[src/rtl/core_alu_arbiter.sv]
// core_alu_arbiter
//   Shares one registered integer ALU between two requesters: req0 is the
//   execute stage and req1 is the load/store address generator. Arbitration
//   is round-robin. A request is granted only when its response FIFO has a
//   free slot, counting the result that is still in flight in the ALU.
//   Results return in request order, with a fixed latency of two cycles.
//
// Optional feature: define CORE_ALU_ARB_PERF_EN to add saturating perf
//   counters (o_perf_grant0, o_perf_grant1, o_perf_conflict).
//
// Ports:
//   i_clk, i_rst_n                  clock, async active-low reset
//   i_reqN_valid / o_reqN_ready     request handshake (N = 0,1)
//   i_reqN_op/rs1/rs2/imm           op index and operands
//   o_respN_valid / i_respN_ready   response FIFO head handshake
//   o_respN_data                    response FIFO head (0 when empty)
//   o_alu_op                        one-hot op strobes to the ALU
//   o_alu_rs1/rs2/imm               operands to the ALU
//   i_alu_result                    registered ALU result (one cycle later)
module core_alu_arbiter #(
  parameter int unsigned NOPS       = 35,
  parameter int unsigned OPW        = 6,
  parameter int unsigned RESP_DEPTH = 3
) (
  input  logic            i_clk,
  input  logic            i_rst_n,
  input  logic            i_req0_valid,
  output logic            o_req0_ready,
  input  logic [OPW-1:0]  i_req0_op,
  input  logic [31:0]     i_req0_rs1,
  input  logic [31:0]     i_req0_rs2,
  input  logic [31:0]     i_req0_imm,
  input  logic            i_req1_valid,
  output logic            o_req1_ready,
  input  logic [OPW-1:0]  i_req1_op,
  input  logic [31:0]     i_req1_rs1,
  input  logic [31:0]     i_req1_rs2,
  input  logic [31:0]     i_req1_imm,
  output logic            o_resp0_valid,
  input  logic            i_resp0_ready,
  output logic [31:0]     o_resp0_data,
  output logic            o_resp1_valid,
  input  logic            i_resp1_ready,
  output logic [31:0]     o_resp1_data,
  output logic [NOPS-1:0] o_alu_op,
  output logic [31:0]     o_alu_rs1,
  output logic [31:0]     o_alu_rs2,
  output logic [31:0]     o_alu_imm,
`ifdef CORE_ALU_ARB_PERF_EN
  output logic [31:0]     o_perf_grant0,
  output logic [31:0]     o_perf_grant1,
  output logic [31:0]     o_perf_conflict,
`endif
  input  logic [31:0]     i_alu_result
);

  localparam int unsigned PW  = (RESP_DEPTH > 1) ? $clog2(RESP_DEPTH) : 1;
  localparam int unsigned CW  = $clog2(RESP_DEPTH + 1);
  localparam int unsigned OCW = CW + 1;

  // Response FIFOs, one per requester
  logic [31:0]   r_mem [2][RESP_DEPTH];
  logic [PW-1:0] r_wr  [2];
  logic [PW-1:0] r_rd  [2];
  logic [CW-1:0] r_cnt [2];

  // ALU ownership of the result arriving next cycle, plus round-robin pointer
  logic r_inflight_valid;
  logic r_inflight_id;
  logic r_ptr;

  logic [OCW-1:0] w_occ [2];
  logic [1:0]     w_elig;
  logic [1:0]     w_ready;
  logic [1:0]     w_gnt;
  logic [1:0]     w_push;
  logic [1:0]     w_pop;
  logic [1:0]     w_resp_ready;
  logic [OPW-1:0] w_op;

  function automatic logic [PW-1:0] f_inc(input logic [PW-1:0] p);
    return (p == PW'(RESP_DEPTH - 1)) ? '0 : p + PW'(1);
  endfunction

  assign w_resp_ready = {i_resp1_ready, i_resp0_ready};

  // Occupancy counts the in-flight result so a push always finds room
  always_comb begin
    for (int n = 0; n < 2; n++) begin
      w_occ[n]  = OCW'(r_cnt[n]) +
                  OCW'(r_inflight_valid && (r_inflight_id == 1'(n)));
      w_elig[n] = (w_occ[n] < OCW'(RESP_DEPTH));
      w_push[n] = r_inflight_valid && (r_inflight_id == 1'(n));
      w_pop[n]  = (r_cnt[n] != '0) && w_resp_ready[n];
    end
  end

  // Round-robin ready; the pointer only matters when both could be served
  assign w_ready[0] = i_rst_n && w_elig[0] &&
                      (!(i_req1_valid && w_elig[1]) || (r_ptr == 1'b0));
  assign w_ready[1] = i_rst_n && w_elig[1] &&
                      (!(i_req0_valid && w_elig[0]) || (r_ptr == 1'b1));
  assign w_gnt      = w_ready & {i_req1_valid, i_req0_valid};

  assign o_req0_ready = w_ready[0];
  assign o_req1_ready = w_ready[1];

  // ALU drive: grant mux; out-of-range ops produce no strobe
  always_comb begin
    o_alu_op  = '0;
    o_alu_rs1 = '0;
    o_alu_rs2 = '0;
    o_alu_imm = '0;
    w_op      = w_gnt[1] ? i_req1_op : i_req0_op;
    if (w_gnt[0]) begin
      o_alu_rs1 = i_req0_rs1;
      o_alu_rs2 = i_req0_rs2;
      o_alu_imm = i_req0_imm;
    end else if (w_gnt[1]) begin
      o_alu_rs1 = i_req1_rs1;
      o_alu_rs2 = i_req1_rs2;
      o_alu_imm = i_req1_imm;
    end
    if ((|w_gnt) && (32'(w_op) < 32'(NOPS))) begin
      o_alu_op = NOPS'(1) << w_op;
    end
  end

  // Grant tracking and round-robin update
  always_ff @(posedge i_clk or negedge i_rst_n) begin
    if (!i_rst_n) begin
      r_inflight_valid <= 1'b0;
      r_inflight_id    <= 1'b0;
      r_ptr            <= 1'b0;
    end else begin
      r_inflight_valid <= |w_gnt;
      if (|w_gnt) begin
        r_inflight_id <= w_gnt[1];
        r_ptr         <= ~w_gnt[1];
      end
    end
  end

  // Response FIFOs: push ALU result for the owner, pop on consumer handshake
  always_ff @(posedge i_clk or negedge i_rst_n) begin
    if (!i_rst_n) begin
      for (int n = 0; n < 2; n++) begin
        r_wr[n]  <= '0;
        r_rd[n]  <= '0;
        r_cnt[n] <= '0;
        for (int k = 0; k < RESP_DEPTH; k++) begin
          r_mem[n][k] <= '0;
        end
      end
    end else begin
      for (int n = 0; n < 2; n++) begin
        if (w_push[n]) begin
          r_mem[n][r_wr[n]] <= i_alu_result;
          r_wr[n]           <= f_inc(r_wr[n]);
        end
        if (w_pop[n]) begin
          r_rd[n] <= f_inc(r_rd[n]);
        end
        case ({w_push[n], w_pop[n]})
          2'b10:   r_cnt[n] <= r_cnt[n] + CW'(1);
          2'b01:   r_cnt[n] <= r_cnt[n] - CW'(1);
          default: r_cnt[n] <= r_cnt[n];
        endcase
      end
    end
  end

  assign o_resp0_valid = (r_cnt[0] != '0);
  assign o_resp1_valid = (r_cnt[1] != '0);
  assign o_resp0_data  = o_resp0_valid ? r_mem[0][r_rd[0]] : '0;
  assign o_resp1_data  = o_resp1_valid ? r_mem[1][r_rd[1]] : '0;

`ifdef CORE_ALU_ARB_PERF_EN
  logic [31:0] r_perf_grant0;
  logic [31:0] r_perf_grant1;
  logic [31:0] r_perf_conflict;
  logic        w_conflict;

  assign w_conflict = i_req0_valid && i_req1_valid && w_elig[0] && w_elig[1];

  // Saturating event counters
  always_ff @(posedge i_clk or negedge i_rst_n) begin
    if (!i_rst_n) begin
      r_perf_grant0   <= '0;
      r_perf_grant1   <= '0;
      r_perf_conflict <= '0;
    end else begin
      if (w_gnt[0] && (r_perf_grant0 != 32'hFFFF_FFFF)) begin
        r_perf_grant0 <= r_perf_grant0 + 32'd1;
      end
      if (w_gnt[1] && (r_perf_grant1 != 32'hFFFF_FFFF)) begin
        r_perf_grant1 <= r_perf_grant1 + 32'd1;
      end
      if (w_conflict && (r_perf_conflict != 32'hFFFF_FFFF)) begin
        r_perf_conflict <= r_perf_conflict + 32'd1;
      end
    end
  end

  assign o_perf_grant0   = r_perf_grant0;
  assign o_perf_grant1   = r_perf_grant1;
  assign o_perf_conflict = r_perf_conflict;
`endif

endmodule

[config.mk]
export PLATFORM = sky130hd
export DESIGN_NAME = core_alu_arbiter
export DESIGN_NICKNAME = d
export VERILOG_FILES = /design/src/rtl/core_alu_arbiter.sv
export SDC_FILE = /design/constraint.sdc
export NUM_CORES = 1
export LEC_CHECK = 0
export CORE_AREA = 2 2 173 175
export CTS_BUF_LIST = sky130_fd_sc_hd__clkbuf_16
export CTS_CLUSTER_DIAMETER = 200
export CTS_CLUSTER_SIZE = 30
export DETAILED_ROUTE_END_ITERATION = 8
export DIE_AREA = 0 0 175 177
export PLACE_DENSITY = 0.71
export SYNTH_ARGS = -nofsm -noshare
export SYNTH_HDL_FRONTEND = slang
export SYNTH_SLANG_ARGS = --single-unit
[constraint.sdc]
create_clock -name i_clk -period 3.5 [get_ports i_clk]
set_input_delay 0.525 -clock i_clk [delete_from_list [all_inputs] [get_ports i_clk]]
set_output_delay 0.525 -clock i_clk [all_outputs]
set_load 0.005 [all_outputs]
Word level (Yosys, flattened, before mapping)
Index checks and enable logic that the tools add are counted.
Widths: inputs -> output; s select.
{ "word_totals": {"mem_count": 0, "input_bits": 242, "romBits": 0, "mem_bits_rw": 0, "latch_bits": 0, "regBits": 207, "output_inout_bits": 199, "elab_cells": 101} }
{ "classes": {"div_mod_pow": 0, "n_eq_ne": 8, "n_mul": 0, "shift": 1, "muxes": 28, "add_sub_neg": 10, "n_reduce_logical": 22, "magnitude_cmp": 9, "bitwise": 8} }
{ "op_table": {"columns": ["op", "n"], "rows": [
  ["$mux 32", 14],
  ["$bwmux 96", 2],
  ["$bmux 32 s2", 2],
  ["$demux 32 s2", 2],
  ["$mux 35", 1],
  ["$shl 1x6->35 const A", 1],
  ["$logic_and 1x1->1", 13],
  ["$add 2x1->2 const B", 6],
  ["$eq 2x2->1 const B", 6],
  ["$ge 3x3->1 const B", 4],
  ["$not 2->3", 4],
  ["$mux 2", 4],
  ["$pmux 2 s2", 2],
  ["$reduce_bool 2->1", 4],
  ["$add 2x1->3", 2],
  ["$lt 3x1->1 const B", 2],
  ["$lt 3x2->1 const B", 2],
  ["$lt 6x6->1 const B", 1],
  ["$mux 6", 1],
  ["$eq 2x1->1 const B", 2],
  ["$sub 2x1->2 const B", 2],
  ["$not 1->1", 3],
  ["$and 2x2->2", 1],
  ["$logic_not 1->1", 2],
  ["other kinds (2)", 3]
]} }

Logic depth before layout (Yosys ltp)
Gate-level depths: netlist of run 1.
{ "depth": {"depth_word": 13, "mapped_depth": 13, "mapped_depth_nobuf": 10} }

Worst setup path after synthesis of run 1
OpenSTA, ideal clock, no wires.
{ "synth_timing": {"kind": "register to output", "startpoint": "register r_inflight_id", "endpoint": "output port o_alu_op[28]", "slack_ns": 0.710, "required_time_ns": 2.975, "arrival_ns": 2.265, "n_path_buf": 2, "path_stages_with_launch": 12, "path_cell_list": "dfrtp_1 nand2_1 inv_1 ha_1 ha_1 a21oi_4 and3_1 buf_6 nand2_4 buf_6 mux2_4 nor3_2"} }
{ "synth_via": {"word_cells_on_any_way": 24, "cone_classes": "2 x add/sub; 3 x order compare; 1 x shift; 2 x mux; 2 x bitwise; 14 x reduce/logical"} }
{ "synth_lines": {"columns": ["item", "line_no", "rtl"], "rows": [
  ["from (decl)", "69", "logic r_inflight_id;"],
  ["from (signal assigned)", "138", "r_inflight_id <= w_gnt[1];"],
  ["$logic_and 1x1->1 (*)", null, null],
  ["net w_push[1]", "76", "logic [1:0] w_push;"],
  ["$add 2x1->3 (*)", "90", "w_occ[n] = OCW'(r_cnt[n]) +"],
  ["$lt 3x2->1 (*)", "92", "w_elig[n] = (w_occ[n] < OCW'(RESP_DEPTH));"],
  ["$logic_and 1x1->1", "100", "(!(i_req1_valid && w_elig[1]) || (r_ptr == 1'b0));"],
  ["$logic_not 1->1", "100", null],
  ["$logic_or 1x1->1", "100", null],
  ["$logic_and 1x1->1", "99", "assign w_ready[0] = i_rst_n && w_elig[0] &&"],
  ["$and 2x2->2 (*)", "103", "assign w_gnt = w_ready & {i_req1_valid, i_req0_valid};"],
  ["branches (longest 2 deep; another with $lt 6x6->1)", null, null],
  ["$mux 35 (*)", "124", "if ((|w_gnt) && (32'(w_op) < 32'(NOPS))) begin"],
  ["to (decl)", "45", "output logic [NOPS-1:0] o_alu_op,"]
]} }
Mark *: on every way through the listed nets, which the timed path passes.

Worst setup path in the final report of run 1
{ "layout_timing": {"startpoint": "register r_inflight_valid", "endpoint": "output port o_alu_op[32]"} }
{ "layout_via": {"elab_chain_len": 12, "word_cells_on_any_way": 23, "cone_classes": "2 x add/sub; 3 x order compare; 1 x shift; 2 x mux; 1 x bitwise; 14 x reduce/logical"} }
{ "layout_lines": {"columns": ["item", "line_no", "rtl"], "rows": [
  ["from (decl)", "68", "logic r_inflight_valid;"],
  ["from (signal assigned)", "136", "r_inflight_valid <= |w_gnt;"],
  ["$logic_and 1x1->1 (*)", null, null],
  ["net w_push[0]", "76", null],
  ["$add 2x1->3 (*)", "90", null],
  ["$lt 3x2->1 (*)", "92", null],
  ["$logic_and 1x1->1", "102", "(!(i_req0_valid && w_elig[0]) || (r_ptr == 1'b1));"],
  ["$logic_not 1->1", "102", null],
  ["$logic_or 1x1->1", "102", null],
  ["$logic_and 1x1->1", "101", "assign w_ready[1] = i_rst_n && w_elig[1] &&"],
  ["$and 2x2->2 (*)", "103", null],
  ["$mux 6", "114", "w_op = w_gnt[1] ? i_req1_op : i_req0_op;"],
  ["$lt 6x6->1", "124", null],
  ["$logic_and 1x1->1", "124", null],
  ["$mux 35 (*)", "124", null]
]} }
Mark *: on every way through the listed nets, which the timed path passes. The rest lies on a longest branch.

==> impl_metrics.json, run 1 <==
{
  "track_usage": 0.329,
  "slew-limit-headroom": 0.316,
  "via_count": 10400,
  "hpwl_um": 39000,
  "clock-sinks": 207,
  "crit_type": "reg2out",
  "r2r_start": "r_cnt[2]$_DFFE_PN0P_",
  "min_path_type": "in2async",
  "drv_cap": 0,
  "ys_seq_area_frac": 0.463,
  "slew_violations": 0,
  "synthArstFlopShare": 1.00,
  "drc": 0,
  "start_util": 0.382,
  "cts_buffers": 10,
  "yosysWarnings": 0,
  "pin_count": 441,
  "ant_nets": 0,
  "worst_pin_slew_ps": 1030,
  "grt_pass1_vias": 10300,
  "dr.pass1.iters": 5,
  "overflow": 0,
  "start_kind": "register",
  "rsz0062_at_grt": "true",
  "core.rowCount": 63,
  "synth-main-ff-cell": "dfrtp_1",
  "coreArea_sq_um": 29200,
  "finalPower_mw": 13.7,
  "cts_root_buf": "clkbuf_16",
  "syn_avg_cell_area_sq_um": 11.2,
  "worstPathArrival_ps": 2990,
  "r2r-end": "r_cnt[3]$_DFFE_PN0P_",
  "synth_edf_count": 0,
  "insertion_delay_ps": 470,
  "status": "complete, but fails checks",
  "wirelength_um": 53000,
  "htree_num_levels": 1,
  "max_freq_ghz": 0.284,
  "die_h_um": 177,
  "rr_worst_depth": 8,
  "endpoint_kind": "primary output",
  "dieWidth_um": 175,
  "synthCells": 1002,
  "hold_violations": 0,
  "failed_checks": "setup timing",
  "synthDistinctLibCells": 56,
  "drt_iter0_markers": 701,
  "pre_cts_ws_ps": -21.2,
  "grt_pass1_wl_um": 73400,
  "p_leak_nw": 7.73,
  "clk_path_buf_depth": 3,
  "finalCritPeriodShare": 1.01,
  "gp_congestion": 1.03,
  "antenna_found_initial": 5,
  "required_ps": 2970,
  "grt_max_degree": 82,
  "setup_slack_ps": -19.2,
  "cts.clk_slew.worst_paths_ps": 120,
  "cts_tree": "built",
  "syn_nets": 1250,
  "rrSetupSlack_ps": 1170,
  "drive_gt1_frac": 0.279,
  "irDropWorstVdd_mv": 0.485,
  "port_buffers": 440,
  "fin_skew_ps": 15.1,
  "p_per_area_nw_per_um2": 789,
  "ys_ff_latch": 207,
  "path_max_fanout": 5,
  "vias_per_cell": 5.55,
  "final_net_count": 1731,
  "synth_area_sq_um": 11200,
  "min_period_ps": 3520,
  "syn_to_final_growth_pct": 55.3,
  "die_area_sq_um": 31000,
  "setup_violations": 1,
  "wl_per_cell_um": 28.3
}
flip-flops by register name, indices dropped and copies added, names as in the netlist:
register,cells
r_wr,4
r_rd,4
r_cnt,4
r_ptr,1
r_inflight_id,1
r_mem,192
r_inflight_valid,1
synthesized netlist by cell type (3+ instances only):
cell,count,area share
buf_2,36,0.016
clkbuf_1,28,0.0094
buf_4,3,0.0020
mux2_1,10,0.010
nand2b_1,5,0.0028
nor2b_1,3,0.0017
nor4_1,8,0.0045
nand3_1,6,0.0027
a21oi_1,70,0.031
mux2i_1,67,0.060
mux2_2,184,0.19
nor2_1,150,0.050
nor3_1,21,0.0094
nand2_1,17,0.0057
inv_1,12,0.0040
and3_1,3,0.0017
dfrtp_1,207,0.46
xnor2_1,4,0.0031
buf_1,9,0.0030
ha_1,6,0.0067
nor3b_1,4,0.0027
a22o_1,96,0.075
nor3_2,6,0.0054
a21o_1,6,0.0040
placed cells by master (no fill, tap or decap), types with 3 or more instances in the layout:
cell type / netlist / layout
a21oi_1: 70 / 68
nand2_1: 17 / 14
a21o_1: 6 / 6
a22o_1: 96 / 86
nor3_1: 21 / 16
dfrtp_1: 207 / 205
ha_4: 0 / 4
clkbuf_2: 0 / 15
nand2b_1: 5 / 3
buf_16: 0 / 7
nor3_2: 6 / 7
nor3_4: 0 / 4
dlymetal6s2s_1: 0 / 9
buf_12: 0 / 10
buf_6: 2 / 14
nor2_1: 150 / 148
mux2_2: 184 / 184
inv_2: 1 / 3
nor3b_1: 4 / 4
nor4_1: 8 / 3
buf_2: 36 / 15
dlygate4sd2_1: 0 / 61
a22o_4: 0 / 9
mux2i_1: 67 / 65
clkdlybuf4s15_1: 0 / 23
xnor2_1: 4 / 4
inv_1: 12 / 10
buf_4: 3 / 80
nand3_1: 6 / 6
clkbuf_16: 0 / 13
mux2i_4: 2 / 4
clkdlybuf4s50_1: 0 / 308
mux2_1: 10 / 10
nor4_4: 0 / 3
worst max-delay path, stage by stage (launching register included):
cell and delay (ps):
dfrtp_1 430, buf_6 130, nand2b_4 60, inv_2 40
ha_4 150, ha_4 210, nand2_4 70, buf_6 110
nand3_4 130, a2111oi_4 470, a31oi_4 80, buf_6 140
nor4_4 290, buf_2 180
power by group:
group	leakage [nW]	internal [mW]	total (mW)	switching, mW
sequential	2.47	3.60	4.36	0.762
combinational	5.11	4.41	8.04	3.63
clock	0.139	0.570	1.31	0.740
total	7.73	8.58	13.7	5.13
cell families after synthesis:
logic type | share of synthesized area
simple gates | 0.102
buf+inv | 0.0369
mux | 0.261
compound gates | 0.126
xor+xnor | 0.00470
fa+ha+maj | 0.00671
flops | 0.463
worst max-delay path by stage:
stage | startpoint | to | cells after the start
final | r_inflight_valid$_DFF_PN0_ | o_alu_op[32] | 13
after global placement | r_inflight_id$_DFFE_PN0P_ | o_alu_rs1[1] | 12
after CTS | r_inflight_id$_DFFE_PN0P_ | o_alu_op[25] | 10
after detailed placement | r_inflight_id$_DFFE_PN0P_ | o_alu_imm[9] | 12
after global routing | r_inflight_valid$_DFF_PN0_ | o_alu_op[32] | 13
after floorplan | r_inflight_id$_DFFE_PN0P_ | o_alu_op[28] | 11
through the flow:
stage | cells | utilization | TNS, ps | instance area [sq um] | hold slack (ps)
final | 1874 | 0.594 | -19.2 | 17400 | 425
after global routing | 1874 | 0.594 | -265 | 17400 | 422
after CTS | 1858 | 0.587 | -985 | 17200 | 428
after detailed placement | 1802 | 0.553 | -120 | 16200 | 357
after global placement | 1802 | 0.553 | 0 | 16200 | 357
after floorplan | 1002 | - | 0 | 11200 | 229
per-layer routing:
metal | routed length (um) | part of all wire | track usage | vias up
met5 | 21 | 0.00040 | 0 | -
met2 | 25200 | 0.48 | 0.551 | 431
met1 | 22100 | 0.42 | 0.427 | 5293
met3 | 4040 | 0.076 | 0.0829 | 82
li1 | - | - | - | 4589
met4 | 1550 | 0.029 | 0.0816 | 4
area by class of cell:
type	count	area (sq um)
Antenna cell	1	2.50
Clock inverter	1	5.00
Tap cell	390	488
Fill cell	2485	11900
Multi-Input combinational cell	705	6040
Inverter	13	48.8
Clock buffer	11	275
Sequential cell	207	5180
Timing Repair Buffer	546	5340
repair_timing:
| action | 4_1_cts | 5_1_grt |
|---|---|---|
| hold endpoints to repair | 4 | 0 |
| resized for setup | 230 | 93 |
| hold buffers | 1 | 0 |
| endpoints found under the setup margin | 127 | 72 |
| cloned | 8 | 3 |
| pin swaps | 16 | 19 |
| buffers inserted | 35 | 16 |
Power figures use the tool's default switching activity.
==> run 2, diff against run 1 <==
- CORE_AREA: 2 2 173 175 -> 2 2 174 176
- DIE_AREA: 0 0 175 177 -> 0 0 176 178
- DONT_BUFFER_PORTS: unset -> 1
- GPL_ROUTABILITY_DRIVEN: unset -> 0
- PLACE_DENSITY: 0.71 -> 0.51
- TNS_END_PERCENT: unset -> 20
==> run 2 against run 1 <==
Net effect: the run ends with hold timing left; count of clock-buffer cells in the layout unchanged; core utilization decreased by 18 points; non-clock buffer count decreased by 495; critical endpoint is now o_alu_op[33]; largest power group unchanged.
==> impl_metrics.json, run 2 (synthesis results as in run 1) <==
{
  "track_usage": 0.312,
  "setup_violations": 0,
  "via_count": 8534,
  "worst_pin_slew_ps": 695,
  "pin_count": 441,
  "p_per_area_nw_per_um2": 908,
  "swShare": 0.408,
  "crit_type": "reg2out",
  "clockPowerShare": 0.121,
  "die_area_sq_um": 31300,
  "die_h_um": 178,
  "wirelength_um": 50500,
  "cts_root_buf": "clkbuf_16",
  "final_net_count": 1235,
  "setup_slack_ps": 60.3,
  "endpoint_kind": "primary output",
  "critPathMaxStageDelay_ps": 410,
  "hpwl_um": 38900,
  "min_path_type": "in2async",
  "fin_skew_ps": 13.2,
  "syn_to_final_growth_pct": 10.0,
  "drv_cap": 0,
  "largest-register": "r_mem",
  "combPwrFrac": 0.491,
  "slew-limit-headroom": 0.536,
  "worstPathCellList": "nand2_1 -> inv_1 -> ha_1 -> ha_1 -> a21oi_4 -> nand3_4 -> nor2_8 -> buf_16 -> mux2i_2 -> nor3_2 -> buf_4",
  "grt_max_degree": 213,
  "status": "complete, but fails checks",
  "p_int_mw": 6.62,
  "slew_violations": 0,
  "holdWs_ps": -276,
  "final_common_cell": "dfrtp_1",
  "irDropWorstVdd_mv": 0.316,
  "start_util": 0.380,
  "grt_pass1_wl_um": 66700,
  "ant_nets": 0,
  "cts.clk_slew.worst_paths_ps": 120,
  "power_frac_seq": 0.388,
  "coreArea_sq_um": 29400,
  "layout_common_cells": "205 x dfrtp_1, 184 x mux2_2, 148 x nor2_1",
  "vias_per_cell": 6.14,
  "drive_gt1_frac": 0.300,
  "cp_slowest_cell": "dfrtp_1",
  "path_delay_family": "simple AND/OR/NAND/NOR gates",
  "p_switching_mw": 4.55,
  "pre_cts_ws_ps": 380,
  "clock-sinks": 207,
  "cts_tree": "built",
  "tns_ps": 0,
  "finalCoreUtilization": 0.419,
  "largest_reg_flops": 192,
  "grt_pass1_vias": 7945,
  "wl_per_cell_um": 36.3,
  "p_leak_nw": 5.14,
  "cp_common_cell": "ha_1",
  "rsz0062_at_grt": "true",
  "core.rowCount": 63,
  "antenna_found_initial": 28,
  "overflow": 0,
  "htree_num_levels": 1,
  "max_freq_ghz": 0.291,
  "clk_path_buf_depth": 3,
  "cp_num_buf_inv": 3,
  "dr.pass1.iters": 5,
  "insertion_delay_ps": 480,
  "hold_violations": 207,
  "port_buffers": 0,
  "start_kind": "register",
  "drt_iter0_markers": 739,
  "path_max_fanout": 30,
  "required_ps": 2970,
  "finalPower_mw": 11.2,
  "finalCritPeriodShare": 0.983,
  "dieWidth_um": 176,
  "failed_checks": "hold timing",
  "drc": 0,
  "min_period_ps": 3440,
  "worstPathArrival_ps": 2910,
  "cts_buffers": 10
}
==> run 2: cell types whose count changed in the layout (fill, tap and decap cells not counted), moves of 13 or more <==
cell | before | now
buf_4 | 80 | 40
buf_2 | 15 | 0
buf_6 | 14 | 1
clkdlybuf4s15_1 | 23 | 0
clkbuf_2 | 15 | 0
diode_2 | 1 | 14
clkdlybuf4s50_1 | 308 | 0
dlygate4sd2_1 | 61 | 0
==> run 2: power by group through the flow <==
stage | Clock [mW] | Combinational [mW] | Sequential [mW]
finish | 1.35 | 5.49 | 4.33
global route | 1.46 | 5.94 | 4.47
CTS | 1.39 | 5.41 | 4.32
detailed placement | 0 | 5.38 | 4.38
global placement | 0 | 5.31 | 4.32
floorplan | 0 | 3.97 | 4.09
==> run 2: area by class of cell <==
| cell class | instances | area [sq um] |
|---|---|---|
| timing repair buffer | 51 | 524 |
| clock inverter | 1 | 5.00 |
| tap | 390 | 488 |
| clock buffer | 11 | 275 |
| antenna | 14 | 35.0 |
| inverter | 13 | 48.8 |
| sequential | 207 | 5180 |
| fill | 2832 | 17100 |
| multi-input combinational | 704 | 5750 |
==> run 2: worst paths after layout <==
| path | cells after the start | slack (ps) | startpoint | end |
|---|---|---|---|---|
| hold reg to reg | 1 | 500 | r_mem[124]$_DFFE_PN0P_ | r_mem[124]$_DFFE_PN0P_ |
| min in group i_clk | 1 | 170 | i_alu_result[2] | r_mem[98]$_DFFE_PN0P_ |
| setup / recovery | 11 | 60 | r_inflight_id$_DFFE_PN0P_ | o_alu_op[33] |
| max in group asynchronous | 0 | 3230 | i_rst_n | r_mem[70]$_DFFE_PN0P_ |
| hold / removal | 0 | -280 | i_rst_n | r_mem[47]$_DFFE_PN0P_ |
| setup reg to reg | 9 | 1290 | r_inflight_id$_DFFE_PN0P_ | r_ptr$_DFFE_PN0P_ |
==> run 2: through the flow <==
step / area (sq um) / cells
floorplan: 11200 / 1002
global placement: 11800 / 1361
detailed placement: 11800 / 1361
CTS: 12100 / 1373
global route: 12300 / 1382
finish: 12300 / 1391
==> run 2: layer usage <==
layer  vias to the layer above  track usage  wire [um]
li1                       3583            -          -
met1                      4373        0.398      20400
met2                       454        0.456      21600
met3                        90        0.183       7270
met4                        34       0.0661       1010
met5                         -            0        224
==> run 2: worst register-to-register path, stage by stage (launching register included) <==
cell and delay (ps):
dfrtp_1 410, nand2_1 90, inv_1 70, ha_1 180
ha_1 300, a21oi_4 230, nand3_4 170, nor2_8 260
buf_6 300, a21oi_1 80
==> run 2: repair_timing <==
item,in CTS,in global routing
cloned,0,1
setup buffers,0,3
resized for setup,4,22
endpoints found under the hold margin,207,207
endpoints found under the setup margin,14,65
pin swaps,0,2
